### config.mk
export PLATFORM = sky130hd
export DESIGN_NAME = wb_stage
export DESIGN_NICKNAME = d
export VERILOG_FILES = /design/src/rtl/wb_stage.sv
export SDC_FILE = /design/constraint.sdc
export NUM_CORES = 1
export LEC_CHECK = 0
export CORE_MARGIN = 4
export CORE_UTILIZATION = 23
export DETAILED_ROUTE_END_ITERATION = 7
export REMOVE_ABC_BUFFERS = 1
export SYNTH_ARGS = -nofsm -noshare
export SYNTH_HDL_FRONTEND = slang
export SYNTH_SLANG_ARGS = --single-unit
export TNS_END_PERCENT = 5
### constraint.sdc
create_clock -name clk -period 2.3 [get_ports clk]
set_clock_uncertainty 0.15 [all_clocks]
set_input_delay 0.23 -clock clk [delete_from_list [all_inputs] [get_ports clk]]
set_output_delay 0.23 -clock clk [all_outputs]
set_load 0.05 [all_outputs]
### src/rtl/wb_stage.sv
// Writeback stage: commits ALU results and aligned/extended load data to the register file.
// Optional load-response timeout with sticky ld_err is enabled by defining WB_LD_TIMEOUT_EN.
module wb_stage #(
    parameter int XLEN        = 32,
    parameter int RSP_TIMEOUT = 255
) (
    input  logic            clk,
    input  logic            reset,
    input  logic            ex_valid,
    output logic            ex_ready,
    input  logic [4:0]      ex_rd,
    input  logic [XLEN-1:0] ex_result,
    input  logic            ex_is_load,
    input  logic [1:0]      ex_ld_size,
    input  logic            ex_ld_unsigned,
    input  logic [1:0]      ex_addr_lo,
    input  logic            dmem_rsp_valid,
    input  logic [XLEN-1:0] dmem_rsp_data,
    output logic            rf_we,
    output logic [4:0]      rf_adr_wrt,
    output logic [XLEN-1:0] rf_data_in,
    output logic            byp_pending,
    output logic [4:0]      byp_rd,
    output logic            ld_err
);

    typedef enum logic [0:0] {
        IDLE     = 1'b0,
        WAIT_RSP = 1'b1
    } state_t;

    // Elaboration guard: only a 32-bit datapath and an 8-bit-countable timeout are supported.
    if (XLEN != 32 || RSP_TIMEOUT < 1 || RSP_TIMEOUT > 256) begin : g_param_check
        $error("wb_stage: unsupported XLEN or RSP_TIMEOUT");
    end

    // Select the addressed lane of the load word, then sign- or zero-extend it.
    function automatic logic [31:0] ld_extend(
        input logic [31:0] word,
        input logic [1:0]  size,
        input logic        uns,
        input logic [1:0]  lo
    );
        logic [7:0]  b;
        logic [15:0] h;
        logic [31:0] r;
        case (lo)
            2'd0:    b = word[7:0];
            2'd1:    b = word[15:8];
            2'd2:    b = word[23:16];
            2'd3:    b = word[31:24];
            default: b = word[7:0];
        endcase
        h = lo[1] ? word[31:16] : word[15:0];
        case (size)
            2'b00:   r = {{24{~uns & b[7]}}, b};
            2'b01:   r = {{16{~uns & h[15]}}, h};
            default: r = word;
        endcase
        return r;
    endfunction

    state_t            state_r;
    logic [4:0]        ld_rd_r;
    logic [1:0]        ld_size_r;
    logic              ld_uns_r;
    logic [1:0]        ld_lo_r;
    logic              rf_we_r;
    logic [4:0]        rf_adr_wrt_r;
    logic [XLEN-1:0]   rf_data_in_r;
    logic              byp_pending_r;
    logic [4:0]        byp_rd_r;
    logic              xfer_s;
    logic [XLEN-1:0]   ld_data_s;

`ifdef WB_LD_TIMEOUT_EN
    localparam logic [7:0] TIMEOUT_LAST = 8'(RSP_TIMEOUT - 1);
    logic [7:0]        cnt_r;
    logic              ld_err_r;
    assign ld_err = ld_err_r;
`else
    assign ld_err = 1'b0;
`endif

    assign ex_ready  = (state_r == IDLE);
    assign xfer_s    = ex_valid & ex_ready;
    assign ld_data_s = ld_extend(dmem_rsp_data, ld_size_r, ld_uns_r, ld_lo_r);

    assign rf_we       = rf_we_r;
    assign rf_adr_wrt  = rf_adr_wrt_r;
    assign rf_data_in  = rf_data_in_r;
    assign byp_pending = byp_pending_r;
    assign byp_rd      = byp_rd_r;

    // Writeback FSM with registered register-file write port and bypass info.
    always_ff @(posedge clk or negedge reset) begin
        if (!reset) begin
            state_r       <= IDLE;
            ld_rd_r       <= 5'd0;
            ld_size_r     <= 2'b00;
            ld_uns_r      <= 1'b0;
            ld_lo_r       <= 2'b00;
            rf_we_r       <= 1'b0;
            rf_adr_wrt_r  <= 5'd0;
            rf_data_in_r  <= {XLEN{1'b0}};
            byp_pending_r <= 1'b0;
            byp_rd_r      <= 5'd0;
`ifdef WB_LD_TIMEOUT_EN
            cnt_r         <= 8'd0;
            ld_err_r      <= 1'b0;
`endif
        end else begin
            case (state_r)
                IDLE: begin
                    if (xfer_s && ex_is_load) begin
                        state_r       <= WAIT_RSP;
                        ld_rd_r       <= ex_rd;
                        ld_size_r     <= ex_ld_size;
                        ld_uns_r      <= ex_ld_unsigned;
                        ld_lo_r       <= ex_addr_lo;
                        rf_we_r       <= 1'b0;
                        byp_pending_r <= (ex_rd != 5'd0);
                        // x0 loads never become visible to the bypass network.
                        if (ex_rd != 5'd0) begin
                            byp_rd_r <= ex_rd;
                        end else begin
                            byp_rd_r <= byp_rd_r;
                        end
`ifdef WB_LD_TIMEOUT_EN
                        cnt_r         <= 8'd0;
`endif
                    end else if (xfer_s) begin
                        rf_we_r <= (ex_rd != 5'd0);
                        if (ex_rd != 5'd0) begin
                            rf_adr_wrt_r <= ex_rd;
                            rf_data_in_r <= ex_result;
                            byp_rd_r     <= ex_rd;
                        end else begin
                            rf_adr_wrt_r <= rf_adr_wrt_r;
                            rf_data_in_r <= rf_data_in_r;
                            byp_rd_r     <= byp_rd_r;
                        end
                    end else begin
                        rf_we_r <= 1'b0;
                    end
                end
                WAIT_RSP: begin
                    if (dmem_rsp_valid) begin
                        state_r       <= IDLE;
                        rf_we_r       <= (ld_rd_r != 5'd0);
                        byp_pending_r <= 1'b0;
                        if (ld_rd_r != 5'd0) begin
                            rf_adr_wrt_r <= ld_rd_r;
                            rf_data_in_r <= ld_data_s;
                            byp_rd_r     <= ld_rd_r;
                        end else begin
                            rf_adr_wrt_r <= rf_adr_wrt_r;
                            rf_data_in_r <= rf_data_in_r;
                            byp_rd_r     <= byp_rd_r;
                        end
                    end
`ifdef WB_LD_TIMEOUT_EN
                    // A response on the final wait cycle takes priority over the timeout.
                    else if (cnt_r == TIMEOUT_LAST) begin
                        state_r       <= IDLE;
                        rf_we_r       <= 1'b0;
                        byp_pending_r <= 1'b0;
                        ld_err_r      <= 1'b1;
                    end
`endif
                    else begin
                        rf_we_r <= 1'b0;
`ifdef WB_LD_TIMEOUT_EN
                        cnt_r   <= cnt_r + 8'd1;
`endif
                    end
                end
                default: begin
                    state_r       <= IDLE;
                    rf_we_r       <= 1'b0;
                    byp_pending_r <= 1'b0;
                end
            endcase
        end
    end

endmodule

==> impl_metrics.yaml, run 1 <==
detailed_routing:
  dr.pass1.iters: 5
  routed_wire_per_std_cell_um: 18.3
  routed-via-count: 3045
  dr_wl_met3_um: 924
  detail_route.wirelength.met1_um: 4860
  detail_route.iter0.violations: 133
  drc: 0
  dr_wl_met2_um: 5560
  maxUsedRoutingLayer: "met5"
  avgViaCountPerCell: 4.80
  drtAntennaViolNets: 0
  finalWirelength_um: 11600
synthesis:
  synth_cells: 334
  yosys_top_cell_area_share_pct: 42.5
  warnings_from_yosys: 0
  synth.area.top_cells: "dfrtp_1 43%, mux2_1 10%, o31ai_1 5.6%"
  synth_area_per_cell_um2: 9.69
  synth_top_cell_by_area: "dfrtp_1"
  yosysSeqAreaShare_pct: 42.5
  count_of_flip_flops_with_a_built_in_enable_after_synthesis: 0
  synth-async-reset-ratio_pct: 100
  mappedNetlistArea_um2: 3240
  yosys_most_used_dff: "dfrtp_1"
  ys_ff_latch: 55
  ys_types: 43
critical_path:
  critPathKind: "flip-flop to flip-flop"
  timing.critical_path.max_delay_family: "simple AND/OR/NAND/NOR gates"
  timing.critical_path.fanout_max: 13
  r2r-start: "ld_rd_r[2]$_DFFE_PN0P_"
  rr_worst_depth: 5
  crit_required_ns: 2.34
  crit_arrival_ns: 2.10
  critical_path_cell_count: 5
  path_cells: "or4_1 > o21bai_4 > and2_1 > inv_2 > mux2_1"
  timing.reg2reg.setup_slack_ns: 0.24
  worst_path_max_delay_cell: "or4_1"
  critical_path.startpoint_type: "flip-flop"
  reg2reg_to: "rf_adr_wrt[1]$_DFFE_PN0P_"
  crit_path_max_cell_delay_ns: 0.58
  cp_capture_type: "flip-flop"
  critical_path.n_buffers_inverters: 1
cells_and_area:
  final.fill_count: 1389
  antenna_cells: 0
  flow.area_growth_from_synthesis_pct: 50.6
  layout.nets: 532
  fraction_of_final_layout_cells_sized_beyond_drive_strength_1_pct: 10.1
  post-route-cell-area_um2: 4870
floorplanning:
  die_height_um: 127
  rows: 43
  boundaryPins: 125
  die_width_um: 127
  die_area_um2: 16000
  initial_utilization_pct: 23.4
  coreArea_um2: 13800
pwr:
  p_switching_mw: 2.20
  power.density_nw_per_um2: 997
  clock_power_share_pct: 17.2
  ir_drop_mv: 0.447
  power.static_leakage_nw: 1.98
  cell_internal_pwr_mw: 2.65
  combinationalPowerShare_pct: 53.0
  total_power_mw: 4.86
  seq_power_share_pct: 29.8
  p_sw_share_pct: 45.3
global_route:
  first_global_vias: 3260
  global_route_wire_length_before_repair_um: 18300
  track_usage_pct: 14.4
  antenna_found_initial: 1
  grt_overflow_total: 0
  grt_start_max_net_pins: 50
sta:
  grt_setup_unrepaired: "false"
  setup_violations: 0
  final-hold-violation-count: 0
  max_freq_mhz: 485
  post_route_clock_period_utilization_pct: 89.6
  worst_slew_margin_rel_pct: 56.4
  report.final.slew_viol_count: 0
  max_slew.worst_pin.slew_ns: 0.654
  clock_period_minus_final_worst_setup_slack_ns: 2.06
clocking:
  cts.htree.levels: 2
  cts.root.buffer_cell: "clkbuf_16"
  tritoncts: "yes"
  tritoncts.num_buffers: 5
  worst_skew_pair.late_latency_ns: 0.31
  clock-sinks: 55
  ctsLongestPathBuffers: 2
  worst_setup_hold_path_clk_slew_ns: 0.08
  ctsResizeCount: 0
placement:
  dpl_cell_area_um2: 4710
  hpwlAfterDp_um: 8870
  port_buffers: 123
  place_congestion: 0.866
status:
  run_status: "completed"
run:
  maxCapViolations: 0
worst_hold_path:
  hold_path.class: "primary input to async pin"
-- sequential cells by signal, summed over array words and instances (netlist names) --
signal	flops
byp_pending	1
byp_rd	5
ld_size_r	2
rf_data_in	32
ld_rd_r	5
ld_uns_r	1
rf_we	1
ld_lo_r	2
rf_adr_wrt	5
state_r	1
-- area by class of cell --
class / instances / area (um2) / area share, %
Clock buffer: 5 / 125 / 2.57
Clock inverter: 3 / 31.3 / 0.642
Inverter: 5 / 18.8 / 0.385
Multi-Input combinational cell: 242 / 1700 / 34.9
Sequential cell: 55 / 1380 / 28.3
Tap cell: 180 / 225 / 4.62
Timing Repair Buffer: 144 / 1400 / 28.7
-- worst reg2reg max path: stages (launching register included) --
cell,delay (ns)
dfrtp_1,0.39
or4_1,0.58
o21bai_4,0.15
and2_1,0.17
inv_2,0.16
mux2_1,0.35
-- power groups by stage --
| stage | clock network, mW | registers [mW] | logic [mW] |
|---|---|---|---|
| after global placement | 0 | 1.46 | 2.56 |
| after detailed placement | 0 | 1.47 | 2.59 |
| final | 0.833 | 1.45 | 2.57 |
| after global routing | 0.900 | 1.49 | 2.74 |
| after CTS | 0.859 | 1.45 | 2.60 |
| after floorplan | 0 | 2.38 | 0.661 |
-- synth_stat cells, drive strengths merged (2+ instances only) --
cell / number
a211oi: 6
a221oi: 9
a22o: 8
a31oi: 16
and3b: 6
buf: 11
clkbuf: 21
dfrtp: 55
inv: 5
mux2: 37
nand2: 35
nand2b: 2
nand3: 27
nor2: 27
nor2b: 3
nor3: 3
nor3b: 2
o21ai: 14
o22ai: 2
o2bb2ai: 6
o31ai: 24
or4: 2
-- per-stage QoR --
step | worst slack [ns] | utilization, % | hold WS (ns) | setup TNS (ns) | cells
floorplan | -0.807 | - | -0.216 | -23.49 | 302
global placement | 0.00122 | 34.0 | 0.152 | 0 | 625
finish | 0.238 | 35.2 | 0.319 | 0 | 634
global route | 0.121 | 35.2 | 0.353 | 0 | 634
detailed placement | -0.0363 | 34.0 | 0.147 | -0.193 | 625
CTS | 0.217 | 35.2 | 0.333 | 0 | 634
-- worst max path at each step --
| stage | slack, ns | endpoint | from |
|---|---|---|---|
| after floorplan | -0.81 | rf_adr_wrt[0]$_DFFE_PN0P_ | state_r$_DFF_PN0_ |
| after global placement | 0.001 | rf_adr_wrt[1]$_DFFE_PN0P_ | ex_rd[2] |
| after detailed placement | -0.04 | rf_adr_wrt[1]$_DFFE_PN0P_ | ex_rd[2] |
| after CTS | 0.22 | rf_adr_wrt[1]$_DFFE_PN0P_ | ld_rd_r[2]$_DFFE_PN0P_ |
| after global routing | 0.12 | rf_data_in[15]$_DFFE_PN0P_ | ld_lo_r[1]$_DFFE_PN0P_ |
| final | 0.24 | rf_adr_wrt[1]$_DFFE_PN0P_ | ld_rd_r[2]$_DFFE_PN0P_ |
-- cells by family (layout without fill, tap and decap cells) --
kind of cell | Yosys count | count (layout) | synth area share, %
AO/OA/AOI/OAI | 92 | 92 | 21.5
other | 1 | 1 | 0.116
AND/OR/NAND/NOR | 110 | 110 | 16.1
multiplexers | 39 | 39 | 14.8
flip-flops | 55 | 55 | 42.5
buffers and inverters | 37 | 157 | 4.99
-- cell usage in the layout (no fill, tap or decap), types with 2 or more instances in the layout --
cell	n
clkdlybuf4s50_1	121
dfrtp_1	54
nand2_1	35
mux2_1	29
nand3_1	27
nor2_1	27
o31ai_1	24
buf_4	20
a31oi_1	16
a221oi_1	9
a22o_1	8
mux2_4	8
o21ai_0	7
o21ai_1	6
and3b_1	6
a211oi_1	6
o2bb2ai_1	6
clkbuf_16	5
nor2b_1	3
nor3_1	3
inv_1	3
inv_2	2
nor3b_1	2
nand2b_1	2
o22ai_1	2
inv_8	2
-- metal layers --
metal	GRT usage (%)	up-vias
li1	-	1478
met1	17.5	1462
met2	23.9	87
met3	5.22	16
met4	4.16	2
met5	0	-
-- timing repair --
item                       4_1_cts  5_1_grt
setup endpoints to repair        0        0
hold buffers                     1        0
hold endpoints to repair        26        0
buffers inserted                 0        0
No activity file was read; power rests on OpenSTA's default activity.
==> run 2, diff against run 1 <==
--- a/config.mk
+++ b/config.mk
@@ -8,6 +8,7 @@
 export CORE_MARGIN = 4
 export CORE_UTILIZATION = 23
 export DETAILED_ROUTE_END_ITERATION = 7
+export PLACE_DENSITY_LB_ADDON = 0.05
 export REMOVE_ABC_BUFFERS = 1
 export SYNTH_ARGS = -nofsm -noshare
 export SYNTH_HDL_FRONTEND = slang
==> impl_metrics.yaml, run 2 (synthesized netlist as in run 1, its figures left out) <==
detailed_routing:
  routed_wire_per_std_cell_um: 18.7
  finalWirelength_um: 11900
  dr.pass1.iters: 4
  avgViaCountPerCell: 4.79
  drc: 0
  drtAntennaViolNets: 0
  routed-via-count: 3054
  detail_route.iter0.violations: 165
clocking:
  ctsLongestPathBuffers: 2
  tritoncts.num_buffers: 5
  tritoncts: "yes"
  worst_setup_hold_path_clk_slew_ns: 0.09
  cts.root.buffer_cell: "clkbuf_16"
  post_cts_setup_buffer_count: 0
  cts.htree.levels: 2
  worst_skew_pair.late_latency_ns: 0.32
  clock-sinks: 55
worst_hold_path:
  hold_path.class: "primary input to async pin"
critical_path:
  critical_path.startpoint_type: "flip-flop"
  critical_path.n_buffers_inverters: 1
  worst_path_max_delay_cell: "or4_1"
  timing.reg2reg.setup_slack_ns: 0.17
  crit_required_ns: 2.35
  crit_arrival_ns: 2.19
  critical_path_cell_count: 5
  timing.critical_path.max_delay_family: "simple AND/OR/NAND/NOR gates"
  path_cells: "or4_1 > o21bai_4 > and2_1 > inv_2 > mux2_1"
  reg2reg_to: "rf_adr_wrt[2]$_DFFE_PN0P_"
  rr_worst_depth: 5
  cp_capture_type: "flip-flop"
  critPathKind: "flip-flop to flip-flop"
  crit_path_max_cell_delay_ns: 0.59
  timing.critical_path.fanout_max: 13
  r2r-start: "ld_rd_r[2]$_DFFE_PN0P_"
global_route:
  first_global_vias: 3207
  global_route_wire_length_before_repair_um: 18800
  track_usage_pct: 15.0
  grt_start_max_net_pins: 50
  grt_overflow_total: 0
  antenna_found_initial: 0
cells_and_area:
  flow.area_growth_from_synthesis_pct: 51.5
  antenna_cells: 0
  layout_commonest_cell: "clkdlybuf4s50_1"
  post-route-cell-area_um2: 4900
  fraction_of_final_layout_cells_sized_beyond_drive_strength_1_pct: 10.9
  final_cell_mix: "121 x clkdlybuf4s50_1, 54 x dfrtp_1, 35 x nand2_1"
  layout.core_utilization_pct: 35.5
  max_reg_flops: 32
  final_cells: 638
  layout.nets: 536
sta:
  final-hold-violation-count: 0
  grt_setup_unrepaired: "false"
  max_slew.worst_pin.slew_ns: 0.611
  worst_slew_margin_rel_pct: 59.2
  report.final.slew_viol_count: 0
  hold_slack_ns: 0.313
  max_freq_mhz: 469
  post_route_clock_period_utilization_pct: 92.7
  post-route-worst-setup-slack_ns: 0.168
  setup_violations: 0
  clock_period_minus_final_worst_setup_slack_ns: 2.13
floorplanning:
  rows: 43
  initial_utilization_pct: 23.4
  die_width_um: 127
  coreArea_um2: 13800
  die_height_um: 127
  boundaryPins: 125
  die_area_um2: 16000
pwr:
  power.density_nw_per_um2: 990
  ir_drop_mv: 0.564
  power.static_leakage_nw: 2.00
status:
  run_status: "completed"
placement:
  dp_slack_ns: -0.0890
  place_congestion: 0.777
  hpwlAfterDp_um: 8980
  dpl_cell_area_um2: 4740
  place.detailed.instances: 629
  port_buffers: 123
run:
  maxCapViolations: 0
## run 2: cell count changes in the layout (fill, tap and decap cells not counted), sizes merged
cell  before  now
buf       22   26
## run 2: worst max-delay path by stage
stage / start / end / slack [ns]
2_1_floorplan: state_r$_DFF_PN0_ / rf_adr_wrt[0]$_DFFE_PN0P_ / -0.81
3_3_place_gp: ex_rd[2] / rf_adr_wrt[1]$_DFFE_PN0P_ / -0.04
3_5_place_dp: ex_rd[2] / rf_adr_wrt[2]$_DFFE_PN0P_ / -0.09
4_1_cts: ld_rd_r[2]$_DFFE_PN0P_ / rf_adr_wrt[2]$_DFFE_PN0P_ / 0.15
5_1_grt: ld_rd_r[2]$_DFFE_PN0P_ / rf_adr_wrt[0]$_DFFE_PN0P_ / 0.09
6_report: ld_rd_r[2]$_DFFE_PN0P_ / rf_adr_wrt[2]$_DFFE_PN0P_ / 0.17
## run 2: final cells by class
| class | instances | area, um2 |
|---|---|---|
| sequential | 55 | 1380 |
| tap | 180 | 225 |
| multi-input combinational | 242 | 1700 |
| inverter | 5 | 18.8 |
| clock inverter | 3 | 31.3 |
| fill | 1412 | 8920 |
| clock buffer | 5 | 125 |
| timing repair buffer | 148 | 1430 |
## run 2: power by group
group          switching, mW  internal, mW  leakage (nW)
Combinational           1.60         0.981          1.26
Sequential             0.190          1.25         0.662
Clock                  0.409         0.423        0.0778
## run 2: timing repair
action	in CTS	in global routing
gates resized for setup	0	0
hold endpoints to repair	20	0
hold buffers	1	0
## run 2: routing by layer
layer	up-vias	global-route usage, %	share of wire (%)
li1	1492	-	-
met1	1461	21.5	49
met2	93	22.3	44
met3	8	3.79	6.3
met4	0	4.42	1.2
met5	-	0	0
## run 2: stage by stage
stage               TNS (ns)  total power, mW
floorplan             -23.49             3.04
global placement      -0.358             4.07
detailed placement    -0.773             4.07
CTS                        0             4.94
global route               0             5.15
finish                     0             4.86
## run 2: worst reg2reg max path, stage by stage (launching register included)
cell and delay [ns]:
dfrtp_1 0.40, or4_1 0.59, o21bai_4 0.15, and2_1 0.20, inv_2 0.18, mux2_1 0.35
==> run 3, diff against run 2 <==
--- a/config.mk
+++ b/config.mk
@@ -10,6 +10,7 @@
 export DETAILED_ROUTE_END_ITERATION = 7
 export PLACE_DENSITY_LB_ADDON = 0.05
 export REMOVE_ABC_BUFFERS = 1
+export SETUP_SLACK_MARGIN = 0.1
 export SYNTH_ARGS = -nofsm -noshare
 export SYNTH_HDL_FRONTEND = slang
 export SYNTH_SLANG_ARGS = --single-unit
==> impl_metrics.yaml, run 3 (synthesized netlist as in run 1, its figures left out) <==
placement:
  port_buffers: 123
  dpl_cell_area_um2: 4740
  place.detailed.instances: 629
  hpwlAfterDp_um: 8980
  place_congestion: 0.777
worst_hold_path:
  hold_path.class: "primary input to async pin"
clocking:
  ctsLongestPathBuffers: 2
  cts.root.buffer_cell: "clkbuf_16"
  tritoncts.num_buffers: 5
  worst_skew_pair.late_latency_ns: 0.32
  tritoncts: "yes"
  clock-sinks: 55
  cts.htree.levels: 2
  post_cts_setup_buffer_count: 0
  worst_setup_hold_path_clk_slew_ns: 0.09
global_route:
  antenna_found_initial: 0
  global_route_wire_length_before_repair_um: 18800
  track_usage_pct: 15.0
  grt_overflow_total: 0
  first_global_vias: 3207
  grt_start_max_net_pins: 50
floorplanning:
  rows: 43
  boundaryPins: 125
  die_width_um: 127
  die_area_um2: 16000
  coreArea_um2: 13800
  die_height_um: 127
  initial_utilization_pct: 23.4
detailed_routing:
  detail_route.iter0.violations: 160
  finalWirelength_um: 11900
  drc: 0
  dr.pass1.iters: 4
  avgViaCountPerCell: 4.79
  routed_wire_per_std_cell_um: 18.7
  drtAntennaViolNets: 0
  routed-via-count: 3056
cells_and_area:
  final_cell_mix: "121 x clkdlybuf4s50_1, 54 x dfrtp_1, 35 x nand2_1"
  max_reg_flops: 32
  final_cells: 638
  post-route-cell-area_um2: 4910
  fraction_of_final_layout_cells_sized_beyond_drive_strength_1_pct: 10.9
  flow.area_growth_from_synthesis_pct: 51.6
  layout.nets: 536
  layout_commonest_cell: "clkdlybuf4s50_1"
  antenna_cells: 0
sta:
  clock_period_minus_final_worst_setup_slack_ns: 2.09
  post_route_clock_period_utilization_pct: 90.8
  final-hold-violation-count: 0
  worst_slew_margin_rel_pct: 59.2
  grt_setup_unrepaired: "false"
  max_slew.worst_pin.slew_ns: 0.611
  max_freq_mhz: 479
  setup_violations: 0
  report.final.slew_viol_count: 0
  setup-tns-final_ns: 0
critical_path:
  critical_path_cell_count: 5
  rr_worst_depth: 5
  path_cells: "or4_1 > o21bai_4 > and2_1 > inv_4 > mux2_1"
  critical_path.n_buffers_inverters: 1
  crit_path_max_cell_delay_ns: 0.59
  cp_capture_type: "flip-flop"
  crit_required_ns: 2.35
  worst_path_max_delay_cell: "or4_1"
  timing.critical_path.max_delay_family: "simple AND/OR/NAND/NOR gates"
  critical_path.startpoint_type: "flip-flop"
  crit_arrival_ns: 2.14
  critPathKind: "flip-flop to flip-flop"
  timing.critical_path.fanout_max: 13
pwr:
  power.static_leakage_nw: 2.00
  total_power_mw: 4.86
  power.density_nw_per_um2: 990
  ir_drop_mv: 0.571
run:
  maxCapViolations: 0
status:
  run_status: "completed"
[run 3: layout make-up]
cell class	instances	area (um2)
Fill cell	1412	8920
Multi-Input combinational cell	242	1700
Timing Repair Buffer	148	1430
Sequential cell	55	1380
Tap cell	180	225
Clock buffer	5	125
Clock inverter	3	31.3
Inverter	5	21.3
[run 3: final timing paths]
check,start,endpoint,slack (ns)
max reg2reg,ld_rd_r[2]$_DFFE_PN0P_,rf_adr_wrt[2]$_DFFE_PN0P_,0.21
max in group asynchronous,reset,rf_data_in[19]$_DFFE_PN0P_,1.09
min,reset,rf_data_in[10]$_DFFE_PN0P_,0.31
max,ld_rd_r[2]$_DFFE_PN0P_,rf_adr_wrt[2]$_DFFE_PN0P_,0.21
min reg2reg,rf_adr_wrt[1]$_DFFE_PN0P_,rf_adr_wrt[1]$_DFFE_PN0P_,0.35
min in group clk,rf_adr_wrt[1]$_DFFE_PN0P_,rf_adr_wrt[1]$_DFFE_PN0P_,0.35
[run 3: metrics by stage]
stage | setup slack [ns] | hold WS, ns | utilization [%]
floorplan | -0.807 | -0.216 | -
global placement | -0.0435 | 0.108 | 34.3
detailed placement | -0.0890 | 0.106 | 34.3
CTS | 0.153 | 0.322 | 35.5
global route | 0.108 | 0.345 | 35.5
finish | 0.211 | 0.313 | 35.5
[run 3: repair_timing]
action	4_1_cts	5_1_grt
hold endpoints to repair	20	0
setup endpoints to repair	0	3
hold buffers	1	0
gates resized for setup	0	2
[run 3: report_power, final]
group | internal, mW | leakage (nW) | switching (mW)
clock network | 0.423 | 0.0778 | 0.409
registers | 1.25 | 0.662 | 0.190
logic | 0.981 | 1.26 | 1.60
total | 2.66 | 2.00 | 2.20
[run 3: routing by layer]
| layer | wire (um) | global-route usage [%] | part of all wire (%) |
|---|---|---|---|
| met4 | 138 | 4.42 | 1.2 |
| met1 | 5880 | 21.5 | 49 |
| met3 | 694 | 3.79 | 5.8 |
| met2 | 5230 | 22.3 | 44 |
| met5 | 0 | 0 | 0 |
